## config.mk

```make
export PLATFORM = sky130hd
export DESIGN_NAME = johnson_ring_seq
export DESIGN_NICKNAME = d
export VERILOG_FILES = /design/src/rtl/johnson_ring_seq.sv
export SDC_FILE = /design/constraint.sdc
export NUM_CORES = 1
export LEC_CHECK = 0
export CORE_AREA = 2 2 39 41
export CTS_BUF_LIST = sky130_fd_sc_hd__clkbuf_4 sky130_fd_sc_hd__clkbuf_8 sky130_fd_sc_hd__clkbuf_16
export CTS_CLUSTER_DIAMETER = 200
export DETAILED_ROUTE_END_ITERATION = 10
export DIE_AREA = 0 0 41 43
export GPL_ROUTABILITY_DRIVEN = 0
export HOLD_SLACK_MARGIN = 0.05
export PLACE_DENSITY_LB_ADDON = 0.12
export SYNTH_ARGS = -nofsm -noshare
export SYNTH_HDL_FRONTEND = slang
export SYNTH_SLANG_ARGS = --single-unit
```

## constraint.sdc

```tcl
create_clock -name clk -period 2.9 [get_ports clk]
set_input_delay 0.725 -clock clk [delete_from_list [all_inputs] [get_ports clk]]
set_output_delay 0.725 -clock clk [all_outputs]
set_load 0.01 [all_outputs]
```

## src/rtl/johnson_ring_seq.sv

```systemverilog
// N-stage Johnson (twisted-ring) sequencer with one-hot decode, binary index,
// up/down stepping, index load, wrap pulse and illegal-state self-correction.
module johnson_ring_seq #(
    parameter int unsigned N  = 4,
    parameter int unsigned IW = $clog2(2*N)
) (
    input  logic            clk,
    input  logic            clear,
    input  logic            en,
    input  logic            dir,
    input  logic            load,
    input  logic [IW-1:0]   ld_idx,
    output logic [N-1:0]    q,
    output logic [2*N-1:0]  s,
    output logic [IW-1:0]   idx,
    output logic            wrap,
    output logic            err
);

    localparam int unsigned NS = 2 * N;

    logic [N-1:0]   q_q,    q_d;
    logic           wrap_q, wrap_d;
    logic           err_q,  err_d;
    logic           legal_c;
    logic [IW-1:0]  idx_c;
    logic [NS-1:0]  s_c;

    // Register pattern of state k; any k >= 2N yields all zeros.
    function automatic logic [N-1:0] state_pattern(input int unsigned k);
        logic [N-1:0] p;
        p = '0;
        for (int unsigned b = 0; b < N; b++) begin
            if (k <= N) p[b] = (b < k);
            else        p[b] = (b >= k - N);
        end
        return p;
    endfunction

    // Binary index and legality: match the register against every legal pattern.
    always_comb begin
        legal_c = 1'b0;
        idx_c   = '0;
        for (int unsigned k = 0; k < NS; k++) begin
            if (q_q == state_pattern(k)) begin
                legal_c = 1'b1;
                idx_c   = IW'(k);
            end
        end
    end

    // Two-bit adjacent-stage decode; not one-hot when the register is illegal.
    always_comb begin
        s_c    = '0;
        s_c[0] = ~q_q[0] & ~q_q[N-1];
        s_c[N] =  q_q[0] &  q_q[N-1];
        for (int unsigned k = 1; k < N; k++) begin
            s_c[k]     =  q_q[k-1] & ~q_q[k];
            s_c[N + k] = ~q_q[k-1] &  q_q[k];
        end
    end

    always_comb begin
        q_d    = q_q;
        wrap_d = 1'b0;
        err_d  = 1'b0;
        if (!legal_c) begin
            q_d   = '0;
            err_d = 1'b1;
        end else if (load) begin
            q_d = (32'(ld_idx) < NS) ? state_pattern(32'(ld_idx)) : '0;
        end else if (en) begin
            if (dir) begin
                q_d    = {q_q[N-2:0], ~q_q[N-1]};
                wrap_d = (idx_c == IW'(NS - 1));
            end else begin
                q_d    = {~q_q[0], q_q[N-1:1]};
                wrap_d = (idx_c == '0);
            end
        end
    end

    always_ff @(posedge clk or negedge clear) begin
        if (!clear) begin
            q_q    <= '0;
            wrap_q <= 1'b0;
            err_q  <= 1'b0;
        end else begin
            q_q    <= q_d;
            wrap_q <= wrap_d;
            err_q  <= err_d;
        end
    end

    assign q    = q_q;
    assign s    = s_c;
    assign idx  = idx_c;
    assign wrap = wrap_q;
    assign err  = err_q;

endmodule

```

==> implementation parameters <==
Parameter                              Value

Timing
  Setup clock skew after layout    0.00163 ns
  Max Slew Vio Count    0
  Final setup violation count    0
  Hold_ws    0.722 ns
  Setup TNS after final layout    0 ns
  Slew Limit Headroom    72.0%
  Highest attainable clock frequency    411 MHz
  Fraction of the cycle the final worst path needs    83.9%
  Slew at the pin closest to its max-slew limit    0.419 ns
  Post-layout min period    between 2 and 2.5 ns
  Hold violation count in the final report    0
  Unrepaired setup endpoints after global routing    no
  Final setup margin    0.467 ns

Pwr
  Clock share of power    9.5%
  PD cells    992 nW/um^2
  Leakage power figure    0.335 nW
  Switching power share of the total    40.4%
  Internal power summed over all cells    467 uW
  VDD IR-drop max    about 0.39 mV
  Total net switching power    316 uW
  Share of power burned in registers    between 20% and 30%
  Share of total power in combinational logic    64.6%

Setup path
  Kind of critical path    register to output port
  Critical Path Start Type    register
  Kind of cell with the highest combined delay on the critical path    buffers and inverters
  Number of buffer and inverter instances along the worst setup path    1
  Number of cells traversed by the worst register-to-register path    4
  Critical path cell sequence    nor2b_1 -> nor3_1 -> clkdlybuf4s50_1
  Capturing element type of the critical path    output port
  Largest fanout of any net on the critical path    12
  Critical register-to-register path endpoint    q[3]
  Arrival @ worst endpoint    1.71 ns
  Required time at the worst-slack endpoint    2.17 ns
  Launch instance of the worst register-to-register path    q[1]
  Largest stage delay on the critical path    0.56 ns
  Reg2reg setup slack    1.57 ns
  Slowest CP cell    sky130_fd_sc_hd__clkdlybuf4s50_1

Synthesis
  Average footprint of a synthesized cell    8.24 sq um
  Compound-gate portion of the synthesized area    23.1%
  Mux contribution to synthesized area    around 5.4%
  Number of flops mapped to enable cells by yosys    0
  Post-synth ARST share    between 90% and 100%
  Warnings from Yosys    0
  Synth Instances    67
  Synth Area in Adders    between 6 and 7%
  Share of synthesized cell area in and, or, nand and nor gates    23.6%
  Most instantiated flip-flop cell in the synthesis netlist    sky130_fd_sc_hd__dfrtp_1
  Number of distinct library cells after synthesis    28
  Synthesized cell area    552 sq um
  Largest family of logic cells by synthesized area    simple AND/OR/NAND/NOR gates
  Net Count, Synth    78
  Synth Register Bits    6
  Synth Area in XOR/XNOR    3.17%
  Seq/Total Area, Yosys    27.2%

Global routing
  Via count of the first global-routing pass    464
  Global-route wire length before repair    1830 um
  Remaining Overflow, GRT    0
  Maximum number of pins on one net before global-route repair    13
  Antenna violations before repair    0
  Global-route total usage across every layer    between 10% and 20%

Die
  Die Width    41 um
  Total core area    1380 sq um
  Placement Rows    14
  Total I/O pin count    25
  Die Ht    approximately 43 um
  Die outline area    1760 sq um
  Starting Density    39.9%

Clocking
  Number of CTS-inserted buffers    3
  Buffers inserted during post-CTS setup optimization    0
  Number of clock sinks    6
  Buffers from clock root to sink, at most    2
  Number of instances resized during post-cts repair    0
  CTS Root Cell    sky130_fd_sc_hd__clkbuf_4
  Post-CTS clock slew at the launch and capture registers of the worst setup and hold paths    0.04 ns
  Number of levels the H-tree was split into    1
  Number of buffers added to fix hold violations after cts    0
  Clock latency at the later pin of the worst-skew pair    0.24 ns
  CTS tree    built

Run
  Max-cap violations    0

Layout
  Proportion of layout cells with a drive suffix above 1    10.3%
  Nets    100
  Diode insertion count for antenna repair    0
  Post-layout instance count excluding filler cells    103
  Post-layout utilization of the core    57.1%
  P&R area growth vs syn    43.1%

Run status
  Run status    completed

Drt
  Per-cell via count in the routed design    ~5.0
  Wire length per cell    10.9 um
  Number of nets with antenna violations after detailed routing    0
  Number of iterations in the first detailed-routing pass    4
  DRC violation total after the first TritonRoute iteration    4
  Remaining DRCs    0
  Final wirelength    1120 um
  Via count    520

Place
  Setup slack at placement    0.715 ns
  Placed Cells    100
  Number of port buffers    24

Worst hold path
  Worst Hold Class    primary input to asynchronous set/reset pin
-- registers in the layout (all words and copies together) (netlist names) --
signal,flops
wrap,1
q,4
err,1
-- through the flow --
step / instance area (sq um) / power, mW
finish: 790 / 0.783
global route: 790 / 0.850
CTS: 790 / 0.795
detailed placement: 767 / 0.716
global placement: 767 / 0.713
floorplan: 552 / 0.488
-- cell usage after synthesis, drive strengths merged, types with 2 or more instances --
| cell type | n | share of area, % |
|---|---|---|
| a211oi | 4 | 7.3 |
| a21oi | 6 | 5.4 |
| buf | 5 | 6.8 |
| clkbuf | 2 | 1.4 |
| dfrtp | 6 | 27 |
| ha | 3 | 6.8 |
| inv | 3 | 2.5 |
| mux2i | 3 | 5.4 |
| nand2 | 3 | 2.5 |
| nor2 | 12 | 8.6 |
| nor2b | 6 | 6.8 |
| o21ai | 3 | 2.7 |
| xnor2 | 2 | 3.2 |
-- power by group through the flow --
| stage | combinational (mW) | clock (mW) | sequential (mW) |
|---|---|---|---|
| floorplan | 0.333 | 0 | 0.155 |
| global placement | 0.512 | 0 | 0.202 |
| detailed placement | 0.511 | 0 | 0.205 |
| CTS | 0.513 | 0.0776 | 0.204 |
| global route | 0.556 | 0.0832 | 0.211 |
| finish | 0.506 | 0.0745 | 0.203 |
-- placed cells by master, fill, tap and decap left out, types with 2 or more instances in the layout --
master                            count
sky130_fd_sc_hd__clkdlybuf4s50_1     24
sky130_fd_sc_hd__nor2_1              11
sky130_fd_sc_hd__a21oi_1              6
sky130_fd_sc_hd__nor2b_1              6
sky130_fd_sc_hd__dfrtp_1              6
sky130_fd_sc_hd__mux2i_1              3
sky130_fd_sc_hd__ha_1                 3
sky130_fd_sc_hd__clkbuf_4             3
sky130_fd_sc_hd__nand2_1              2
sky130_fd_sc_hd__o21ai_0              2
sky130_fd_sc_hd__xnor2_1              2
sky130_fd_sc_hd__inv_1                2
sky130_fd_sc_hd__a211oi_2             2
sky130_fd_sc_hd__a211oi_1             2
-- cell type report --
| cell class | count | area (sq um) |
|---|---|---|
| fill | 148 | 594 |
| multi-input combinational | 51 | 343 |
| timing repair buffer | 24 | 240 |
| sequential | 6 | 150 |
| clock buffer | 3 | 22.5 |
| tap | 16 | 20.0 |
| inverter | 3 | 13.8 |
-- logic make-up after synthesis --
family / after synthesis
buffers and inverters: 10
XOR/XNOR: 2
multiplexers: 3
flip-flops: 6
AO/OA/AOI/OAI: 17
AND/OR/NAND/NOR: 26
adder cells (fa/ha/maj): 3
-- worst max path at each step --
stage,end,cells past startpoint,from
after floorplan,idx[0],3,q[1]
after global placement,q[2],7,ld_idx[2]
final,idx[0],3,q[1]
after CTS,idx[0],3,q[3]
after global routing,idx[0],3,q[3]
after detailed placement,idx[0],3,q[3]
-- routing by layer --
metal | track usage [%] | part of all wire [%] | vias to the layer above
li1 | - | - | 265
met1 | 20.5 | 46 | 240
met2 | 21.9 | 49 | 15
met3 | 1.57 | 4.7 | 0
met4 | 8.00 | 0 | 0
met5 | 0 | 0 | -
No activity file was read; power rests on OpenSTA's default activity.
